<file path="src/rtl/posit_div_pack.sv">
`default_nettype none
// ============================================================================
// Module   : posit_div_pack
// Purpose  : Two-stage elastic packing stage after the posit divider. Turns
//            the normalised quotient, sign, special flags and total scale
//            into a rounded N-bit posit (regime encoding, exponent insertion,
//            round-to-nearest-even, saturation, two's complement).
// Ports    : clk, rst (sync, active high)
//            in_valid/in_ready   - upstream handshake
//            Sign, inf, zero     - result sign and special-case flags
//            Div_Mant_N [2N-1:0] - quotient, bit 2N-1 hidden one, bit 0 sticky
//            Total_EO            - signed scale k*2^ES + e
//            out_valid/out_ready - downstream handshake
//            Result [N-1:0]      - packed posit
// Revision : 1.0 - initial release
// ============================================================================
module posit_div_pack #(
  parameter int N  = 32,
  parameter int ES = 2,
  parameter int RS = $clog2(N)
) (
  input  logic                  clk,
  input  logic                  rst,
  input  logic                  in_valid,
  output logic                  in_ready,
  input  logic                  Sign,
  input  logic                  inf,
  input  logic                  zero,
  input  logic [2*N-1:0]        Div_Mant_N,
  input  logic [RS+ES+4:0]      Total_EO,
  output logic                  out_valid,
  input  logic                  out_ready,
  output logic [N-1:0]          Result
);

  localparam int TW = RS + ES + 5;
  // Stream = run bit, terminator, exponent, fraction, then padding so that
  // bits pushed right by the regime are never lost from the sticky.
  localparam int YW = 2 + ES + (2 * N - 1) + N;
  localparam logic signed [TW-1:0] K_HI = TW'(N - 2);
  localparam logic signed [TW-1:0] K_LO = TW'(-(N - 1));

  // ---------------------------------------------------------------- stage 1
  logic signed [TW-1:0] w_k;
  logic [TW-1:0]        w_shamt;
  logic                 w_run_bit;
  logic [YW-1:0]        w_y;
  logic [YW-1:0]        w_sh;

  logic                 r_s1_valid;
  logic [N-2:0]         r_body;
  logic                 r_guard;
  logic                 r_sticky;
  logic                 r_sign;
  logic                 r_inf;
  logic                 r_zero;
  logic                 r_sat_hi;
  logic                 r_sat_lo;

  logic                 r_s2_valid;
  logic [N-1:0]         r_result;

  logic                 w_s2_take;
  logic                 w_accept;

  assign w_k       = $signed(Total_EO) >>> ES;
  assign w_run_bit = ~w_k[TW-1];
  // Regime run length minus one: k for k >= 0, -k-1 (= ~k) for k < 0.
  assign w_shamt   = w_k[TW-1] ? ~w_k : w_k;
  assign w_y       = {w_run_bit, ~w_run_bit, Total_EO[ES-1:0],
                      Div_Mant_N[2*N-2:0], {N{1'b0}}};
  // Arithmetic shift replicates the run bit, producing the full regime.
  assign w_sh      = $unsigned($signed(w_y) >>> w_shamt);

  // ---------------------------------------------------------------- handshake
  assign w_s2_take = ~r_s2_valid | out_ready;
  assign in_ready  = ~rst & (~r_s1_valid | w_s2_take);
  assign w_accept  = in_valid & in_ready;

  always_ff @(posedge clk) begin
    if (rst) begin
      r_s1_valid <= 1'b0;
    end else if (in_ready) begin
      r_s1_valid <= in_valid;
    end
  end

  always_ff @(posedge clk) begin
    if (w_accept) begin
      r_body   <= w_sh[YW-1 -: N-1];
      r_guard  <= w_sh[YW-N];
      r_sticky <= |w_sh[YW-N-1:0];
      r_sign   <= Sign;
      r_inf    <= inf;
      r_zero   <= zero;
      r_sat_hi <= (w_k >= K_HI);
      r_sat_lo <= (w_k <= K_LO);
    end
  end

  // ---------------------------------------------------------------- stage 2
  logic         w_rnd;
  logic [N-1:0] w_sum;
  logic [N-2:0] w_body_r;
  logic [N-1:0] w_mag;
  logic [N-1:0] w_res;

  assign w_rnd = r_guard & (r_sticky | r_body[0]);
  assign w_sum = {1'b0, r_body} + {{(N-1){1'b0}}, w_rnd};

  always_comb begin
    w_body_r = w_sum[N-2:0];
    if (w_sum[N-1]) w_body_r = {(N-1){1'b1}};   // clamp at maxpos, never NaR
    if (r_sat_hi)   w_body_r = {(N-1){1'b1}};
    if (r_sat_lo)   w_body_r = {{(N-2){1'b0}}, 1'b1};  // minpos, never zero
  end

  assign w_mag = {1'b0, w_body_r};

  always_comb begin
    w_res = r_sign ? (~w_mag + {{(N-1){1'b0}}, 1'b1}) : w_mag;
    if (r_zero) w_res = '0;
    if (r_inf)  w_res = {1'b1, {(N-1){1'b0}}};
  end

  always_ff @(posedge clk) begin
    if (rst) begin
      r_s2_valid <= 1'b0;
      r_result   <= '0;
    end else if (w_s2_take) begin
      r_s2_valid <= r_s1_valid;
      if (r_s1_valid) r_result <= w_res;
    end
  end

  assign out_valid = r_s2_valid & ~rst;
  assign Result    = rst ? '0 : r_result;

endmodule
`default_nettype wire

</file>
<file path="config.mk">
export PLATFORM = sky130hd
export DESIGN_NAME = posit_div_pack
export DESIGN_NICKNAME = d
export VERILOG_FILES = /design/src/rtl/posit_div_pack.sv
export SDC_FILE = /design/constraint.sdc
export NUM_CORES = 1
export LEC_CHECK = 0
export ABC_AREA = 1
export BUFFER_PORTS_ARGS = -buffer_cell sky130_fd_sc_hd__buf_4
export CAP_MARGIN = 20
export CORE_MARGIN = 4
export CORE_UTILIZATION = 55
export DETAILED_ROUTE_END_ITERATION = 10
export GPL_ROUTABILITY_DRIVEN = 0
export PLACE_DENSITY_LB_ADDON = 0.08
export RECOVER_POWER = 25
export SLEW_MARGIN = 15
export SYNTH_ARGS = -nofsm -noshare
export SYNTH_HDL_FRONTEND = slang
export SYNTH_SLANG_ARGS = --single-unit
</file>
<file path="constraint.sdc">
create_clock -name clk -period 5.8 [get_ports clk]
set_input_delay 0.58 -clock clk [delete_from_list [all_inputs] [get_ports clk]]
set_output_delay 0.58 -clock clk [all_outputs]
set_load 0.01 [all_outputs]
</file>
* Word level (Yosys, flattened, before mapping) *
Cells that the tools add are included.

storage, ports and cells
  latch bits = 0
  bits in read-only memories = 0
  memories kept = 0
  register bits = 72
  output and inout port bits = 34
  input port bits = 83
  memory bits (writable) = 0
  logic and storage cells = 39

operators by class
  magnitude comparators = 2
  shifts and indexed selects = 1
  $mul = 0
  $add $sub $neg = 2
  bitwise logic cells = 13
  multiplexer cells = 8
  reduce and logical (&&, ||, !) cells = 2
  eq/ne operators = 0
  div/mod/pow operators = 0

operators with widths
  cell                                                  number
  2-to-1 mux 32 bit                                     4
  >>> shifter 99 x 12 -> 99 bit                         1
  2-to-1 mux 31 bit                                     3
  OR reduction 67 bit                                   1
  adder 31 x 1 -> 32 bit                                1
  adder 32 x 1 -> 32 bit, second input constant         1
  NOT 31 -> 32 bit                                      1
  2-to-1 mux 12 bit                                     1
  NOT 10 -> 12 bit                                      1
  >= comparator 10 x 6 -> 1 bit, second input constant  1
  <= comparator 10 x 6 -> 1 bit, second input constant  1
  bitwise AND 1 bit                                     4
  NOT 1 bit                                             4
  OR 1 bit                                              3
  AND reduction 2 bit                                   1

* Depth between registers and ports, before layout *
  depth in word-level cells = 11
  depth in mapped cells = 27

* Worst setup path before layout *
OpenSTA, ideal clock, no wires.

  kind = input to register
  from = in rst
  to = reg r_body[0] (enable)
  stages on the path = 5
  setup slack = 2.644 ns
  arrival time = 2.723 ns
  required time = 5.367 ns
  buffers on the path = 2
  cell sequence = clkbuf_1 buf_1 inv_1 nand2_1 nor2_1

on the way
  longest elaborated chain between the ends = 3

RTL lines
  element                 line  RTL
  start: declaration      23    input logic rst,
  NOT 1 bit               77    assign in_ready = ~rst & (~r_s1_valid | w_s2_take);
  bitwise AND 1 bit       77
  bitwise AND 1 bit       78    assign w_accept = in_valid & in_ready;
  via w_accept            64    logic w_accept;
  end signal: assignment  90    r_body <= w_sh[YW-1 -: N-1];
  end: declaration        51    logic [N-2:0] r_body;

The timed path passes the listed nets, and every way through them passes these cells.
A chain may end at the register's enable or synchronous reset.

* Worst setup path in the final report *
  from = in Total_EO[11]
  to = reg r_sticky, data pin

on the way
  longest elaborated chain between the ends = 4
  elaborated cells between the ends (all ways) = 5
  those cells by class = 1 x shift; 1 x mux; 2 x bitwise; 1 x reduce/logical

RTL lines
  element                            line  RTL
  start: declaration                 30    input logic [RS+ES+4:0] Total_EO,
  NOT 10 -> 12 bit                   69    assign w_shamt = w_k[TW-1] ? ~w_k : w_k;
  2-to-1 mux 12 bit                  69
  >>> shifter 99 x 12 -> 99 bit (*)  73    assign w_sh = $unsigned($signed(w_y) >>> w_shamt);
  OR reduction 67 bit (*)            92    r_sticky <= |w_sh[YW-N-1:0];
  end signal: assignment             92
  end: declaration                   53    logic r_sticky;

Mark *: on every way between the ends. The rest lies on a longest branch, timed or not.

==> results by group <==
Worst setup path
  – CP most frequent cell: nand2_1
  – Slowest cell on crit path: nand2_4
  – CP Capture Point: r_sticky$_DFFE_PP_
  – RR Endpoint: r_result[26]$_SDFFE_PP0P_
  – Critical Path RT: approximately 5900 ps
  – Crit-path cells: buf_4 > inv_1 > ha_1 > nand2_4 > nand2_1 > nand2_1 > nand3_1 > nand2_1 > nand2_1 > nand2_1 > nand2_1 > nand2_1 > nand2_1 > nand2_1 > nand3_1 > nor2_1 > nand3_1 > nand2_1 > nand2_1 > a21oi_1 > nand2_1
  – Worst r2r src: r_body[0]$_DFFE_PP_
  – Flop-to-flop setup slack: ~2200 ps
  – Setup crit end kind: flop
  – CP peak stage delay: between 400 and 500 ps
  – Beginning of the critical path: Total_EO[11]
  – Crit Path Class: in2reg
  – Arrival time at the worst endpoint: approximately 4300 ps
  – Worst Path Max Fanout: 67
  – Worst reg2reg path depth: 21
  – CP Launch Type: input port

Timing
  – Worst-margin pin slew: around 1700 ps
  – Total negative setup slack: 0 ps
  – Tcrit/Tclk final: 0.725
  – Final setup vio count: 0
  – Slew headroom: -0.131
  – Clk_skew: roughly 7.7 ps
  – Max Freq: 238 MHz
  – Post-route setup slack: around 1600 ps
  – Unrepaired setup endpoints after global routing: false
  – Fin crit period: 4200 ps
  – Hold Violations, Final: 0
  – Count of pins over their slew limit: 72

Floorplan
  – Initial core utilization: 0.565
  – Die Ht: between 100 and 150 um
  – Top-level I/O count: ~120
  – Die X: about 150 um
  – CORE AREA: approximately 0.019 mm^2
  – Std-Cell Rows: 50
  – Die area: 0.0217 mm^2

Synthesis
  – Most frequent cell after synthesis: nand2_1
  – Share of the synthesized area in the top cell type: 0.319
  – Synth Warn #: 0
  – Top cells by area, synth: nand2_1, nand3_1, edfxtp_1
  – Top post-synthesis cells by count: nand2_1, nand3_1, nor2_1
  – FFs w/ async S/R, synth: 0
  – Cell variety after synth: between 40 and 50
  – Post-synth top area cell: nand2_1
  – Syn Nets: roughly 2,200
  – Mapped Avg Cell Area: 5.15 um^2
  – EDFF count, synth: 38
  – Post-synthesis register bit count: slightly above 70
  – Syn Inst Count: 2,074
  – Mapped cell area: ~0.011 mm^2
  – Sequential area share after synthesis: 0.171
  – Main flop type after synthesis: edfxtp_1

Power
  – VDD IR max: around 0.14 mV
  – Leakage power: a little over 6 nW
  – Comb power frac: 0.479
  – Clock power frac: 0.270
  – Switch share: 0.431
  – Sequential share of power: 0.251
  – Switch Pwr: between 1 and 1.5 mW
  – Pwr/cell area: between 150 and 200 mW/mm^2
  – Pint: around 1.3 mW

CTS
  – Total CTS buffers: 9
  – Hold buffer count at cts: 0
  – Clock transition at path regs: 60 ps
  – Clock Latency Late Sink: roughly 340 ps
  – CTS root buffer: clkbuf_16
  – Clk sinks: between 70 and 80
  – Maximum root-to-sink buffer count: 2
  – CTS tree: yes
  – Resized cells post-CTS: 0
  – Post-CTS Setup Bufs: 0
  – H-Tree Depth: 3

Global route
  – Largest net degree at the start of global routing: 81
  – Initial antenna violation count: 1
  – Vias in the first global route: 11,300
  – Met1 Usage GRT: 0.511
  – Routing usage on met3: 0.0753
  – GRT met2 Usage: 0.432
  – GRT busiest layer: met1
  – First-pass GRT wire length: about 58,000 um
  – GRT Total Usage: 0.318
  – Overflow after GRT: 0

Drt
  – Vias: 13,500
  – DRC: 0
  – Antenna Nets Post-Route: 0
  – Wirelength per Cell: between 15 and 20 um
  – Routed vias/inst: around 5.7
  – Detailed-route wire length: approximately 36,000 um
  – DR iter-0 viols: about 1,900
  – First-pass detailed-route iteration total: 8

Final layout
  – Area growth syn-to-layout: 10.3%
  – Filler cell count: between 1,500 and 2,000
  – Fin area: ~0.012 mm^2
  – Layout cells sized above 1: 0.0860
  – Utilization after layout: 0.623
  – Nets: about 2,200

Status
  – Status: complete, but fails checks
  – Failing checks: max-capacitance violations, max-slew violations

Placement
  – Pre-CTS setup slack: 1600 ps
  – Hpwl dp: about 27,000 um
  – IO Port Bufs: around 120
  – Dpl cell area: 0.0114 mm^2

Job
  – MaxCap Viol Count: 2

Hold path
  – Worst Hold Class: in2reg
metrics by stage:
stage	std cells	total power, mW	hold WS [ps]
after global placement	2345	1.65	470
after floorplan	2074	1.41	455
after global routing	2365	2.49	429
final	2365	2.33	439
after CTS	2363	2.30	410
after detailed placement	2347	1.67	499
worst min-delay path by stage:
stage,endpoint,startpoint,cells past startpoint
after floorplan,r_result[11]$_SDFFE_PP0P_,r_result[11]$_SDFFE_PP0P_,2
after global placement,r_result[11]$_SDFFE_PP0P_,r_result[11]$_SDFFE_PP0P_,2
after detailed placement,r_s2_valid$_SDFFE_PP0N_,r_s2_valid$_SDFFE_PP0N_,2
after CTS,r_sign$_DFFE_PP_,Sign,1
after global routing,r_inf$_DFFE_PP_,inf,1
final,r_sign$_DFFE_PP_,Sign,1
flip-flops by register name, summed over array words and instances (netlist names):
name and flops:
r_s1_valid 1, r_result 32, r_sticky 1, r_body 31, r_sat_hi 1, r_sign 1, r_guard 1, r_sat_lo 1
r_inf 1, r_zero 1, r_s2_valid 1
worst max-delay path, delay by kind of cell:
family          cells  cell delay, ps
compound gates      1             160
fa+ha+maj           1             400
buf+inv             2             570
simple gates       17            2490
area by class of cell:
| type | count | area (um^2) | area share |
|---|---|---|---|
| multi-input combinational | 1756 | 7800 | 0.663 |
| antenna | 1 | 2.50 | 0.000213 |
| clock buffer | 10 | 229 | 0.0195 |
| clock inverter | 6 | 108 | 0.00914 |
| inverter | 131 | 492 | 0.0418 |
| timing repair buffer | 129 | 990 | 0.0841 |
| sequential | 72 | 1820 | 0.155 |
| tap | 260 | 325 | 0.0276 |
logic make-up (layout without fill, tap and decap cells):
group | Yosys count | count (layout) | synth area share
compound gates | 114 | 114 | 0.0612
xor+xnor | 24 | 24 | 0.0197
fa+ha+maj | 6 | 6 | 0.00703
buf+inv | 246 | 276 | 0.101
flops | 72 | 72 | 0.171
other cells | 0 | 1 | 0
simple gates | 1612 | 1612 | 0.640
metal layers:
| layer | up-vias | wire length, um |
|---|---|---|
| met5 | - | 0 |
| met4 | 0 | 467 |
| met3 | 57 | 4630 |
| met2 | 778 | 13600 |
| met1 | 5923 | 17100 |
| li1 | 6789 | - |
power groups by stage:
| stage | registers (mW) | clock network (mW) | logic, mW |
|---|---|---|---|
| final | 0.586 | 0.629 | 1.12 |
| after global routing | 0.588 | 0.660 | 1.24 |
| after CTS | 0.585 | 0.635 | 1.08 |
| after detailed placement | 0.596 | 0 | 1.07 |
| after global placement | 0.595 | 0 | 1.06 |
| after floorplan | 0.588 | 0 | 0.819 |
placed cells by master, fill, tap and decap left out, types with 3 or more instances in the layout:
cell type	instances
inv_2	10
inv_1	118
clkbuf_1	3
nand3_1	469
clkbuf_16	9
nand4_1	21
or2_2	3
nand2_1	907
bufinv_16	3
o211ai_1	3
nor2_2	4
nor2_4	6
dfxtp_1	34
nor2_1	165
o21ai_0	53
edfxtp_1	38
nand2_2	9
xor2_1	15
xnor2_1	9
nor3_1	12
ha_1	6
buf_4	122
a21oi_1	20
a32o_1	6
o21ai_1	21
clkinv_1	4
nand3b_1	5
Note: power is estimated with default switching activity, not from simulation.
